==> config.mk <==
export PLATFORM = sky130hd
export DESIGN_NAME = edge_event_reporter
export DESIGN_NICKNAME = d
export VERILOG_FILES = /design/src/rtl/edge_event_reporter_pkg.sv /design/src/rtl/edge_event_reporter_event_fifo.sv /design/src/rtl/edge_event_reporter.sv
export SDC_FILE = /design/constraint.sdc
export NUM_CORES = 1
export LEC_CHECK = 0
export ABC_AREA = 1
export CAP_MARGIN = 20
export CELL_PAD_IN_SITES_DETAIL_PLACEMENT = 0
export CELL_PAD_IN_SITES_GLOBAL_PLACEMENT = 1
export CORE_UTILIZATION = 45
export DETAILED_ROUTE_END_ITERATION = 8
export PLACE_DENSITY_LB_ADDON = 0.1
export SETUP_SLACK_MARGIN = 0.15
export SYNTH_ARGS = -nofsm -noshare
export SYNTH_HDL_FRONTEND = slang
export SYNTH_SLANG_ARGS = --single-unit
export TNS_END_PERCENT = 5
==> constraint.sdc <==
create_clock -name clock -period 4.6 [get_ports clock]
set_clock_uncertainty 0.1 [all_clocks]
set_input_delay 0.46 -clock clock [delete_from_list [all_inputs] [get_ports clock]]
set_output_delay 0.46 -clock clock [all_outputs]
set_load 0.005 [all_outputs]
==> src/rtl/edge_event_reporter_pkg.sv <==
// Shared edge-pipeline types: pipeline height, column width and the event record
// handed from the run tracker to the readout side.
package edge_event_reporter_pkg;
  localparam int PipelineHeight = 5;
  localparam int ColumnWidth    = 8;
  localparam int RowWidth       = $clog2(PipelineHeight);

  typedef struct packed {
    logic [RowWidth-1:0]    row;
    logic [ColumnWidth-1:0] column;
    logic [ColumnWidth-1:0] length;
  } EdgeEvent;
endpackage

==> src/rtl/edge_event_reporter_event_fifo.sv <==
// First-word-fall-through event FIFO; a push into a full FIFO is accepted when
// the head is popped on the same edge. DEPTH must be a power of two >= 2.
module edge_event_reporter_event_fifo
  import edge_event_reporter_pkg::*;
#(
  parameter int  DEPTH = 8,
  parameter type T     = EdgeEvent
) (
  input  logic clock,
  input  logic reset,
  input  logic push,
  input  T     din,
  input  logic pop,
  output T     dout,
  output logic full,
  output logic empty
);
  localparam int AW = $clog2(DEPTH);

  T           mem [DEPTH];
  logic [AW:0] wr_ptr, rd_ptr;
  logic        do_push, do_pop;

  assign empty   = (wr_ptr == rd_ptr);
  assign full    = (wr_ptr[AW] != rd_ptr[AW]) && (wr_ptr[AW-1:0] == rd_ptr[AW-1:0]);
  assign do_pop  = pop && !empty;
  assign do_push = push && (!full || do_pop);

  // Gate the head so an empty FIFO always presents an all-zero record.
  assign dout = empty ? '0 : mem[rd_ptr[AW-1:0]];

  always_ff @(posedge clock) begin
    if (reset) begin
      wr_ptr <= '0;
      rd_ptr <= '0;
    end else begin
      if (do_push) wr_ptr <= wr_ptr + 1'b1;
      if (do_pop)  rd_ptr <= rd_ptr + 1'b1;
    end
  end

  always_ff @(posedge clock) begin
    if (do_push) mem[wr_ptr[AW-1:0]] <= din;
  end
endmodule

==> src/rtl/edge_event_reporter.sv <==
// Turns per-row edge runs into {row, start, length} events: run tracking and one
// pending slot per row, lowest-row-first arbitration into a FWFT event FIFO.
module edge_event_reporter
  import edge_event_reporter_pkg::*;
#(
  parameter int ROWS       = PipelineHeight,
  parameter int MIN_RUN    = 3,
  parameter int COL_W      = ColumnWidth,
  parameter int FIFO_DEPTH = 8
) (
  input  logic                    clock,
  input  logic                    reset,
  input  logic                    hit_valid,
  input  logic [ROWS-1:0]         hit,
  output logic                    event_valid,
  input  logic                    event_ready,
  output logic [$clog2(ROWS)-1:0] event_row,
  output logic [COL_W-1:0]        event_column,
  output logic [COL_W-1:0]        event_length,
  output logic                    overflow,
  output logic [7:0]              dropped_count
);
  localparam int DW = $clog2(ROWS + 1);

  logic [COL_W-1:0] col;
  logic [COL_W-1:0] run   [ROWS];
  logic [COL_W-1:0] start [ROWS];
  logic             slot_vld [ROWS];
  EdgeEvent         slot_ev  [ROWS];
  logic [ROWS-1:0]  run_end, drop, grant;

  EdgeEvent push_ev, head;
  logic     push, pop, full, empty;
  logic     can_move, found;
  logic [DW-1:0] ndrop;
  logic [8:0]    drop_sum;

  assign pop      = event_valid && event_ready;
  assign can_move = !full || pop;

  always_ff @(posedge clock) begin
    if (reset)          col <= '0;
    else if (hit_valid) col <= col + 1'b1;
  end

  always_comb begin
    grant   = '0;
    push_ev = '0;
    found   = 1'b0;
    for (int i = 0; i < ROWS; i++) begin
      if (can_move && slot_vld[i] && !found) begin
        found    = 1'b1;
        grant[i] = 1'b1;
        push_ev  = slot_ev[i];
      end
    end
  end
  assign push = |grant;

  for (genvar r = 0; r < ROWS; r++) begin : g_row
    assign run_end[r] = hit_valid && !hit[r] && (run[r] >= COL_W'(MIN_RUN));
    // A slot being drained on this edge is free to take the new event.
    assign drop[r]    = run_end[r] && slot_vld[r] && !grant[r];

    always_ff @(posedge clock) begin
      if (reset) begin
        run[r]      <= '0;
        start[r]    <= '0;
        slot_vld[r] <= 1'b0;
        slot_ev[r]  <= '0;
      end else begin
        if (hit_valid) begin
          if (hit[r]) begin
            if (run[r] == '0) begin
              start[r] <= col;
              run[r]   <= COL_W'(1);
            end else if (run[r] != '1) begin
              run[r]   <= run[r] + 1'b1;
            end
          end else begin
            run[r] <= '0;
          end
        end
        if (run_end[r] && !drop[r]) begin
          slot_vld[r] <= 1'b1;
          slot_ev[r]  <= '{row: RowWidth'(r), column: start[r], length: run[r]};
        end else if (grant[r]) begin
          slot_vld[r] <= 1'b0;
        end
      end
    end
  end

  always_comb begin
    ndrop = '0;
    for (int i = 0; i < ROWS; i++) ndrop = ndrop + DW'(drop[i]);
    drop_sum = {1'b0, dropped_count} + 9'(ndrop);
  end

  always_ff @(posedge clock) begin
    if (reset) begin
      overflow      <= 1'b0;
      dropped_count <= '0;
    end else if (|drop) begin
      overflow      <= 1'b1;
      dropped_count <= drop_sum[8] ? 8'hFF : drop_sum[7:0];
    end
  end

  edge_event_reporter_event_fifo #(.DEPTH(FIFO_DEPTH), .T(EdgeEvent)) u_fifo (
    .clock (clock),
    .reset (reset),
    .push  (push),
    .din   (push_ev),
    .pop   (pop),
    .dout  (head),
    .full  (full),
    .empty (empty)
  );

  assign event_valid  = !empty;
  assign event_row    = head.row;
  assign event_column = head.column;
  assign event_length = head.length;
endmodule

; ---- Word-level counts from Yosys, hierarchy flattened
; Memory sizes are Yosys's and may differ from the RTL's. A register that Yosys moved wholly into a read port is not among the register bits.
; Index checks and enable logic that the tools add are counted.
[totals]
ff_bits = 25
ramBits = 332
in_bits = 9
elab_cells = 304
out_inout_bits = 29
latchBits = 0
n_memories = 5
rom_bits = 0
[mem_list]
columns = name, words, word_bits, rd, rd_ports_with_merged_regs, wr, line_no
row1 = u_fifo.mem, 8, 19, 1, 1, 1, edge_event_reporter_event_fifo.sv:20  ; T mem [DEPTH];
row2 = slot_ev, 5, 19, 5, 0, 5, edge_event_reporter.sv:29  ; EdgeEvent slot_ev [ROWS];
row3 = run, 5, 8, 5, 0, 5, edge_event_reporter.sv:26  ; logic [COL_W-1:0] run [ROWS];
row4 = start, 5, 8, 5, 0, 5, edge_event_reporter.sv:27  ; logic [COL_W-1:0] start [ROWS];
row5 = slot_vld, 5, 1, 5, 0, 5, edge_event_reporter.sv:28  ; logic slot_vld [ROWS];
[classes]
n_bitwise = 35
div = 0
n_shift = 0
n_reduce_logical = 67
multipliers = 0
n_lt_le_gt_ge = 5
eq_ne = 8
add_sub_neg = 13
muxes = 166
[op_table]
columns = cell, n
row1 = $mux 19, 11
row2 = $mux 8, 21
row3 = $mux 1, 132
row4 = $add 8x1->8 const B, 6
row5 = $ge 8x2->1 const B, 5
row6 = $logic_not 8->1, 5
row7 = $ne 8x8->1 const B, 5
row8 = $logic_and 1x1->1, 38
row9 = $or 1x1->1, 35
row10 = $logic_not 1->1, 20
row11 = $reduce_or 5->1, 2
row12 = $add 8x3->9, 1
row13 = $add 4x1->4 const B, 2
row14 = $add 3x1->3, 2
row15 = $mux 3, 2
row16 = $eq 4x4->1, 1
row17 = $add 2x1->3, 1
row18 = $eq 3x3->1, 1
row19 = $add 1x1->2, 1
row20 = $logic_or 1x1->1, 2
row21 = $ne 1x1->1, 1

; ---- Longest topological paths before layout
; Gate-level depths: netlist (run 1).
[logic_depth]
word_depth = 27
depth_mapped = 24
depth_no_buf = 24

; ---- Hierarchy
; From an unflattened synthesis (run 1), not the netlist that was laid out.
[hier_totals]
hier_cells = 1465
area_unflattened_um2 = 15738.8
[by_module_without_submodules]
columns = mod, seq_area_each_um2, instances, cells_each, area_each_um2
row1 = edge_event_reporter, 5405.2, 1, 910, 9112.5
row2 = edge_event_reporter_event_fifo, 4784.6, 1, 555, 6626.4

; ---- Least setup slack after synthesis (run 1)
; No wires, ideal clock.
[synth_path]
path_kind = register to register
startpoint = memory run[2][5] in the netlist's numbering
endpoint = register dropped_count[5]
setup_slack_ns = 0.595
setup_time_ns = 0.064
stages_incl_launch_ff = 22
required_ns = 4.436
arrival_time_ns = 3.841
n_path_buf = 0
period_less_slack_ns = 4.005
path_cell_list = edfxtp_1 nor2_1 nand3_1 o21ai_0 nor2_1 nand2_1 inv_2 fa_1 fa_1 ha_1 inv_1 fa_1 or2_2 a21oi_1 nand2_1 nor2_1 inv_1 o21ai_0 a21oi_1 nand2_1 nand2_1 nor2_1
[synth_rtl]
columns = item, line_no
row1 = "start, declared", edge_event_reporter.sv:26
row2 = "end signal, assigned", edge_event_reporter.sv:106  ; dropped_count <= drop_sum[8] ? 8'hFF : drop_sum[7:0];
row3 = "end, declared", edge_event_reporter.sv:21  ; output logic [7:0] dropped_count

; ---- Worst setup path in the final report (run 1)
[layout_path]
startpoint = register u_fifo.rd_ptr[1]
endpoint = register dropped_count[5]
[layout_via]
elab_chain_len = 23
elab_cells_between_ends = 44
cone_classes = add/sub: 5 / eq/ne: 2 / mux: 9 / reduce/logical: 28
[layout_rtl]
columns = item, line_no
row1 = "start, declared", edge_event_reporter_event_fifo.sv:21  ; logic [AW:0] wr_ptr, rd_ptr;
row2 = "start signal, assigned", edge_event_reporter_event_fifo.sv:38  ; if (do_pop) rd_ptr <= rd_ptr + 1'b1;
row3 = $eq 4x4->1 or $eq 3x3->1 (tied branches), "edge_event_reporter_event_fifo.sv:24, edge_event_reporter_event_fifo.sv:25"
row4 = $logic_not 1->1 or $logic_and 1x1->1 (tied branches), "edge_event_reporter.sv:121, edge_event_reporter_event_fifo.sv:25"
row5 = $logic_and 1x1->1 or $logic_not 1->1 (tied branches), "edge_event_reporter.sv:38, edge_event_reporter.sv:39"
row6 = $logic_or 1x1->1 (*), edge_event_reporter.sv:39  ; assign can_move = !full || pop;
row7 = branches (longest 19 deep; another with $add 2x1->3), n/a
; Every way passes the cells marked *.
; A chain may end at the register's enable or synchronous reset.

==> results.toml, run 1 <==
[timing]
slew_viol_final = 0
relSlewSlack_pct = 28.45
max_clock_freq_ghz = 0.2445
worst_slew_pin_slew_ns = 1.070
totalNegativeSetupSlack_ns = 0
post-route-min-period_ns = 4.090
setup_ws_ns = 0.5095
finalCritPeriodShare_pct = 88.92
hold_viol_final = 0
rsz0062_at_grt = "false"
setup_viol = 0

[power]
power_density_mw_per_mm2 = 462.6
ir_drop_mv = 0.3780
p_leak_uw = 0.006527
p_total_uw = 8070

[hold_path]
hp-class = "flop to flop"
hp-start = "overflow"
hold-path-cell-count = 2
hold_end = "overflow"

[clocking]
cts_htree_levels = 2
cts_tree = "built"
cts_resized = 0
cts_root_buf = "clkbuf_16"
cts.path.max_buffers = 3
clk_latency_ns = 0.52
cts_hold_buf = 0
numCtsBuffers = 38
cts_sinks = 349
clk_pin_slew_ns = 0.06
post_cts_buffers = 0

[die]
design.die.area_mm2 = 0.03484
die_w_um = 186.7
start_util_pct = 45.76
io_pins = 38
fp.dieH_um = 186.7
row_count = 67
core-area_mm2 = 0.03353

[cells_and_area]
syn2layout_area_growth_pct = 13.68
stdcell_count = 1953
fin_nets = 1504
drive_gt1_share_pct = 9.236
most-common-layout-cells = "edfxtp_1 (320), nor2_1 (317), inv_1 (167)"
final_common_cell = "edfxtp_1"
antennaDiodeCount = 0

[routing]
ant_nets = 0
first_pass_iters = 5
viasPerCell = 5.029
drcViolationCount = 0
num_vias = 9821
drt_iter0_drc = 491
post_drt_wl_per_cell_um = 17.45
wl_um = 34070

[worst_setup_path]
startpoint_type = "flop"
cp-end-kind = "flop"
regToRegEndpoint = "dropped_count[5]"
reg2reg_depth = 23
r2r_slack_ns = 0.51
cp_max_fo = 5
critical_path_arrival_ns = 4.45
critPathKind = "flop to flop"
r2r-start = "u_fifo.rd_ptr[1]"
crit_path_start = "u_fifo.rd_ptr[1]"
worstPathRequired_ns = 4.96

[logic_synthesis]
synthFlopType = "edfxtp_1"
yosys_warnings = 0
syn_inst = 1421
synth.avg_cell_area_um2 = 10.80
synth.distinct_cells = 47
synth_area_leaders = "edfxtp_1 (63%), nor2_1 (8.0%), inv_1 (4.1%)"
syn_area_mm2 = 0.01534
ys_ff_latch = 349
synth_seq_area_share_pct = 66.41
async_reset_ff_share_pct = 0
synth-edff-count = 320
synth_top_cell_by_area = "edfxtp_1"
synth.top_cell.area_share_pct = 62.62
synth_nets = 1450

[grt]
antenna_found_initial = 0
grtUsageTotal_pct = 19.73
grt.overflow.total = 0
grt_max_degree = 77
grt_pass1_vias = 9439
grt_pass1_wl_um = 53190

[status]
outcome = "finished clean"

[placement]
dp_slack_ns = 0.02971
gp_congestion = 0.7919
place_hpwl_um = 22300
portBuffers = 37
dp_cells = 1882

[run]
maxCapViolations = 0
-- per-layer routing --
metal / GRT usage, % / part of all wire (%) / vias to the layer above
met2: 34.37 / 50 / 141
met1: 25.70 / 45 / 4684
met4: 5.675 / 2.3 / 0
met3: 2.746 / 3.3 / 48
li1: - / - / 4948
met5: 0 / 0 / -
-- critical path, stage by stage, from the launching register on --
cell,delay (ns)
dfxtp_1,0.41
inv_1,0.09
nand2_1,0.08
nand2_2,0.07
nor2_4,0.13
nand4_4,0.13
nand4_2,0.13
nand2_1,0.09
inv_2,0.07
fa_1,0.43
fa_1,0.55
ha_1,0.16
inv_1,0.05
fa_1,0.37
or2_2,0.32
a21oi_1,0.20
nand2_1,0.12
nor2_1,0.13
inv_1,0.07
o21ai_0,0.07
a21oi_1,0.06
nand2_1,0.07
nand2_1,0.05
nor2_1,0.09
-- registers in the layout, summed over array words and instances (netlist names), named ones only --
| signal | count |
|---|---|
| u_fifo.mem | 152 |
| u_fifo.rd_ptr | 4 |
| col | 8 |
| dropped_count | 8 |
| u_fifo.wr_ptr | 4 |
| start | 40 |
| run | 40 |
| slot_vld | 5 |
| slot_ev | 84 |
| overflow | 1 |
-- layout make-up --
class / count / area (um^2)
clock buffers: 62 / 1135
clock inverters: 8 / 37.54
fillers: 2983 / 16090
inverters: 180 / 675.6
multi-input cells: 843 / 4269
flip-flops and latches: 349 / 10190
well taps: 448 / 560.5
repair buffers: 63 / 575.6
-- stage by stage --
step | hold slack (ns) | instance area, um^2 | utilization [%]
5_1_grt | 0.3901 | 17440 | 52.02
3_3_place_gp | 0.3429 | 16240 | 48.44
6_report | 0.3634 | 17440 | 52.02
3_5_place_dp | 0.3514 | 16250 | 48.46
2_1_floorplan | 0.3419 | 15340 | -
4_1_cts | 0.3674 | 17420 | 51.95
-- report_power, final --
part	switching [uW]	leakage (uW)	internal, uW
Sequential	99.2	0.00344	3780
Clock	1190	0.000575	1690
Combinational	846	0.00252	475
-- cells in the mapped netlist, drive strengths merged, types with 2 or more instances --
cell type	count
nand4	16
dfxtp	29
a22o	16
fa	3
inv	178
clkinv	2
buf	12
o22ai	19
xor2	12
edfxtp	320
a31oi	22
ha	17
nand2	138
o211ai	2
o21ai	123
o31ai	3
nor3b	6
nor2	346
clkbuf	37
nor3	24
nor4	3
a21oi	46
nand3	39
-- kinds of logic (layout without fill, tap and decap cells) --
family,Yosys count,count (layout),share of synthesized area [%]
DFF,349,349,66.41
and+or+nand+nor,575,575,16.39
buffers and inverters,229,313,5.928
xor gates and xnor gates,13,13,0.7420
adders and majority gates,20,20,1.778
AOI/OAI and AO/OA,235,235,8.757
-- how the worst max path moves through the flow --
| stage | to | slack [ns] |
|---|---|---|
| after floorplan | dropped_count[5] | 0.60 |
| after global placement | dropped_count[7] | 0.07 |
| after detailed placement | dropped_count[7] | 0.03 |
| after CTS | dropped_count[7] | 0.45 |
| after global routing | dropped_count[5] | 0.17 |
| final | dropped_count[5] | 0.51 |
Power figures use the tool's default switching activity.
==> inputs of run 2 (changes only) <==
CTS_CLUSTER_SIZE = 12   (was not set)
clock period = 3.3 ns   (was 4.6 ns; I/O delays follow)
==> results.toml, run 2 (synthesis results as in run 1) <==
[status]
outcome = "finished with violations"
violations = "setup timing"

[worst_setup_path]
reg2reg_depth = 20
worstPathRequired_ns = 3.66
cp-end-kind = "flop"
critical_path_arrival_ns = 4.03
crit_top_cell = "nor2_1"
critPathKind = "flop to flop"
crit_slowest_cell = "fa_1"
startpoint_type = "flop"
path_cells = "nor2_2 -> nand3_1 -> o21ai_2 -> nor2_1 -> nand2_4 -> inv_4 -> fa_1 -> fa_1 -> ha_2 -> inv_1 -> fa_2 -> or2_4 -> a21oi_4 -> nand2_2 -> nor2_4 -> buf_4 -> nor2_1 -> nand2_1 -> nand2_1 -> nor2_1"
critPathMaxStageDelay_ns = 0.50
critPathTopFamily = "adder cells"
cp_max_fo = 3
path_depth = 20
critPathBufInv = 3

[placement]
portBuffers = 37
place_hpwl_um = 23440
gp_congestion = 0.7744
dp_cells = 1979

[clocking]
cts_sinks = 349
cts_htree_levels = 2
clk_pin_slew_ns = 0.06
cts_tree = "built"
clk_latency_ns = 0.53
cts_root_buf = "clkbuf_16"
cts.path.max_buffers = 3
numCtsBuffers = 39

[routing]
drt_iter0_drc = 538
num_vias = 10250
viasPerCell = 5.002
wl_um = 35310
post_drt_wl_per_cell_um = 17.24
drcViolationCount = 0
first_pass_iters = 5
ant_nets = 0

[die]
core-area_mm2 = 0.03353
die_w_um = 186.7
start_util_pct = 45.76
row_count = 67
fp.dieH_um = 186.7
io_pins = 38
design.die.area_mm2 = 0.03484

[cells_and_area]
drive_gt1_share_pct = 16.50
largest_reg_flops = 152
antennaDiodeCount = 0
syn2layout_area_growth_pct = 19.37
most-common-layout-cells = "edfxtp_1 (320), nor2_1 (312), inv_1 (163)"
stdcell_count = 2048
final_common_cell = "edfxtp_1"
fin_nets = 1603

[grt]
grt_max_degree = 50
grt_pass1_vias = 10090
grt_pass1_wl_um = 56120
grtUsageTotal_pct = 20.68
antenna_found_initial = 0
grt.overflow.total = 0

[timing]
post-route-min-period_ns = 3.670
hold_viol_final = 0
relSlewSlack_pct = 56.14
rsz0062_at_grt = "true"
worst_slew_pin_slew_ns = 0.6535
slew_viol_final = 0
setup_viol = 8
totalNegativeSetupSlack_ns = -2.529
finalCritPeriodShare_pct = 111.2
setup_ws_ns = -0.3702
max_clock_freq_ghz = 0.2725

[hold_path]
hp-class = "flop to flop"
hold-path-cell-count = 2

[power]
p_leak_uw = 0.007027
ir_drop_mv = 0.4284
power_density_mw_per_mm2 = 625.8

[run]
maxCapViolations = 0
run 2: changes by cell type in the layout (fill, tap and decap cells not counted), sizes merged:
cell,previous run,this run
inv,178,179
clkinv,10,18
bufinv,0,1
clkbuf,62,51
buf,26,122
run 2: worst reg2reg max path, cell delays in order (launching register included):
cell	delay [ns]
edfxtp_1	0.41
nor2_2	0.15
nand3_1	0.10
o21ai_2	0.14
nor2_1	0.09
nand2_4	0.07
inv_4	0.04
fa_1	0.49
fa_1	0.50
ha_2	0.17
inv_1	0.05
fa_2	0.33
or2_4	0.25
a21oi_4	0.15
nand2_2	0.10
nor2_4	0.12
buf_4	0.13
nor2_1	0.04
nand2_1	0.05
nand2_1	0.05
nor2_1	0.08
run 2: path summary, 6_finish.rpt:
| check | startpoint | to | slack, ns |
|---|---|---|---|
| max | run[2][6] | dropped_count[0] | -0.37 |
| min | overflow | overflow | 0.36 |
| max reg2reg | run[2][6] | dropped_count[0] | -0.37 |
| min reg2reg | overflow | overflow | 0.36 |
run 2: per-stage QoR:
step	cell area [um^2]	setup slack [ns]	hold slack (ns)	util, %	power, uW
2_1_floorplan	15390	-0.4373	0.3419	-	6577
3_3_place_gp	17050	-0.8824	0.3427	50.84	7493
3_5_place_dp	17050	-0.9152	0.3500	50.84	7523
4_1_cts	18290	-0.3610	0.3664	54.56	11570
5_1_grt	18320	-0.5760	0.4195	54.62	12000
6_report	18320	-0.3702	0.3599	54.62	11460
run 2: power by group:
part | internal, uW | total (uW) | switching [uW] | leakage [uW]
registers | 5270 | 5400 | 128 | 0.00344
logic | 800 | 2040 | 1240 | 0.00301
clock network | 2340 | 4030 | 1680 | 0.000585
total | 8410 | 11500 | 3050 | 0.00703
run 2: metal layers:
layer | part of all wire [%] | global-route usage, %
met1 | 45 | 26.89
met2 | 50 | 36.31
met3 | 2.9 | 2.652
met4 | 2.2 | 5.706
met5 | 0 | 0
run 2: area by class of cell:
type	instances	area (um^2)
sequential	349	10200
multi-input combinational	843	4363
clock buffer	49	1056
inverter	180	680.7
timing repair buffer	161	1336
clock inverter	18	121.4
tap	448	560.5
fill	2928	15220
run 2: timing repair:
action / CTS / global route
gates resized for setup: 18 / 7
setup buffers: 1 / 0
hold buffers: 0 / 0
pin swaps: 8 / 0
endpoints found under the setup margin: 8 / 19
==> patch (config.mk and constraints of run 1) <==
Register the output `dropped_count` once more, cleared by the reset; this adds one clock of latency there. The other outputs are not delayed to match.
--- a/src/rtl/edge_event_reporter.sv
+++ b/src/rtl/edge_event_reporter.sv
@@ -22,4 +22,6 @@
 );
   localparam int DW = $clog2(ROWS + 1);
+
+  logic [7:0] dropped_count_s0;
 
   logic [COL_W-1:0] col;
@@ -95,5 +97,5 @@
     ndrop = '0;
     for (int i = 0; i < ROWS; i++) ndrop = ndrop + DW'(drop[i]);
-    drop_sum = {1'b0, dropped_count} + 9'(ndrop);
+    drop_sum = {1'b0, dropped_count_s0} + 9'(ndrop);
   end
 
@@ -101,8 +103,8 @@
     if (reset) begin
       overflow      <= 1'b0;
-      dropped_count <= '0;
+      dropped_count_s0 <= '0;
     end else if (|drop) begin
       overflow      <= 1'b1;
-      dropped_count <= drop_sum[8] ? 8'hFF : drop_sum[7:0];
+      dropped_count_s0 <= drop_sum[8] ? 8'hFF : drop_sum[7:0];
     end
   end
@@ -123,4 +125,12 @@
   assign event_column = head.column;
   assign event_length = head.length;
+  always_ff @(posedge clock) begin
+    if (reset) begin
+      dropped_count <= '0;
+    end else begin
+      dropped_count <= dropped_count_s0;
+    end
+  end
+
 endmodule
 
Formal check against the unedited RTL: not equivalent (Yosys sat finds a counterexample within 10 cycles, from zero or initial values and one cycle with reset high).
==> patch against run 1 <==
- combinational power hardly changed
- final cell count is 0.97% higher
- sequential power is 2% higher
- synthesized area is 1.4% higher
- hold slack better by 2.9 ps
- routed wire length is 2.6% higher
- final area is 1.5% higher
- sequential share of layout area is 0.058 points higher
- sequential cell count is 8 higher
- power is 2.8% higher
- setup slack better by 9.0 ps
- critical endpoint is now dropped_count_s0[5]$_SDFFE_PP0P_
- largest power group unchanged
==> patch: results (changes against run 1) <==
[metrics] DR iter-0 viols: 693 (was 491)
[metrics] number of buffers added by the clock tree synthesis step: 40 (was 38)
[metrics] VDD IR-drop max: 0.274 mV (was 0.378 mV)
[metrics] status: completed (unchanged)
[metrics] dominant class by area: sequential cells (unchanged)
[metrics] number of flip-flops and latches in the synthesized netlist: 357 (was 349)
[metrics] Post-Syn Area per Cell: 10.8 µm² (about the same)
[metrics] Most used DFF post-synth: edfxtp_1 (unchanged)
[metrics] instance area at placement: 16,500 µm² (was 16,200 µm²)
[metrics] average vias per placed instance: 5.07 (was 5.03)
[metrics] static leakage: 6.73 nW (was 6.53 nW)
[metrics] post-synth net total: 1,471 (was 1,450)
[metrics] vias in the first global route: 9,678 (was 9,439)
[metrics] Synth Area in Compound Gates: 8.31% (was 8.76%)
[metrics] proportion of final cell area spent on non-clock buffers: 3.17% (was 3.30%)
[metrics] list of most frequent post-synthesis cells: nor2_1 (342), edfxtp_1 (320), inv_1 (170) (was nor2_1 (325), edfxtp_1 (320), inv_1 (168))
[metrics] latest clock arrival within the worst-skew pair: 520 ps (about the same)
[metrics] Horiz. Die Dim: 188 µm (was 187 µm)
[metrics] sequential cell area: 10,400 µm² (was 10,200 µm²)
[metrics] wire length per cell after detailed routing: 17.7 µm (was 17.4 µm)
[metrics] clock network area share: 6.99% (was 6.72%)
[metrics] adder-cell share of the synthesized area: 1.75% (was 1.78%)
[metrics] antenna diode count: 0 (unchanged)
[metrics] number of inverters outside the clock class in the layout: 186 (was 180)
[metrics] proportion of cell area occupied by multi-input gates: 24.2% (was 24.5%)
[metrics] fill cell count: 2,996 (was 2,983)
[metrics] max_slew headroom: 28.2% (was 28.5%)
[metrics] clock buffer instance count of the final layout: 49 (was 62)
[metrics] Post-DP HPWL: 23,200 µm (was 22,300 µm)
[metrics] leading cell types by total area after synthesis: edfxtp_1 (62%), nor2_1 (8.3%), dfxtp_1 (4.8%) (was edfxtp_1 (63%), nor2_1 (8.0%), inv_1 (4.1%))
[metrics] cell count after placement: 1,902 (was 1,882)
[metrics] global-route wire length before repair: 54,600 µm (was 53,200 µm)
[metrics] fraction of registers with async set/reset: 0% (unchanged)
[metrics] post-layout instance area: 17,700 µm² (was 17,400 µm²)
[metrics] wire length reported by the detailed router: 34,900 µm (was 34,100 µm)
[metrics] placer congestion estimate: 0.773 (was 0.792)
[metrics] global-route total usage across every layer: 20.2% (was 19.7%)
[metrics] number of combinational gates with multiple inputs: 851 (was 843)
[metrics] arrival time at the worst endpoint: 4440 ps (was 4450 ps)
[metrics] Seq/Total Area, Yosys: 66.5% (was 66.4%)
[metrics] count of non-CTS buffers in the layout: 61 (was 63)
[metrics] parity-gate share of the synthesized area counting xor and xnor cells: 0.957% (was 0.742%)
[metrics] share of cells above drive strength 1: 8.86% (was 9.24%)
[metrics] critical path fanouts, max: 9 (was 5)
==> patch: changes by cell type in the layout (fill, tap and decap cells not counted), moves of 6 or more <==
cell	change
a21oi_1	-6
nor2_2	-7
nand3_1	+8
dfxtp_1	+8
clkbuf_1	-10
nor2_1	+17
==> patch: worst paths after layout <==
check	start	end	slack (ps)	cells after the start
worst max-delay path	u_fifo.rd_ptr[1]$_SDFFE_PP0P_	dropped_count_s0[5]$_SDFFE_PP0P_	520	21
worst min register to register	dropped_count_s0[1]$_SDFFE_PP0P_	dropped_count[1]$_SDFF_PP0_	370	2
worst max register to register	u_fifo.rd_ptr[1]$_SDFFE_PP0P_	dropped_count_s0[5]$_SDFFE_PP0P_	520	21
worst min-delay path	dropped_count_s0[1]$_SDFFE_PP0P_	dropped_count[1]$_SDFF_PP0_	370	2
==> patch: routing by layer <==
| metal | share of wire [%] | track usage (%) | up-vias |
|---|---|---|---|
| li1 | - | - | 5001 |
| met1 | 45 | 26.2 | 4781 |
| met2 | 49 | 34.7 | 145 |
| met3 | 3.5 | 2.98 | 64 |
| met4 | 2.7 | 6.38 | 0 |
| met5 | 0 | 0 | - |
==> patch: worst max-delay path, cell delays in order (launching register included) <==
cell and delay (ps):
dfxtp_1 410, inv_1 80, nand2_1 70, nand2_2 70, nor2_4 140, nand4_4 210, nand4_2 170, nand2_1 100
inv_2 120, fa_1 450, fa_1 550, ha_1 160, inv_1 50, fa_1 390, nor2_1 140, nor2_1 70
nor3_1 190, nand3_1 130, buf_4 170, nand3_1 70, nor2_1 50, nor2_1 110
==> patch: power breakdown <==
group / switching [mW] / internal (mW) / leakage (nW)
clock network: 1.23 / 1.80 / 0.603
logic: 0.849 / 0.469 / 2.62
registers: 0.101 / 3.85 / 3.51
total: 2.18 / 6.12 / 6.73
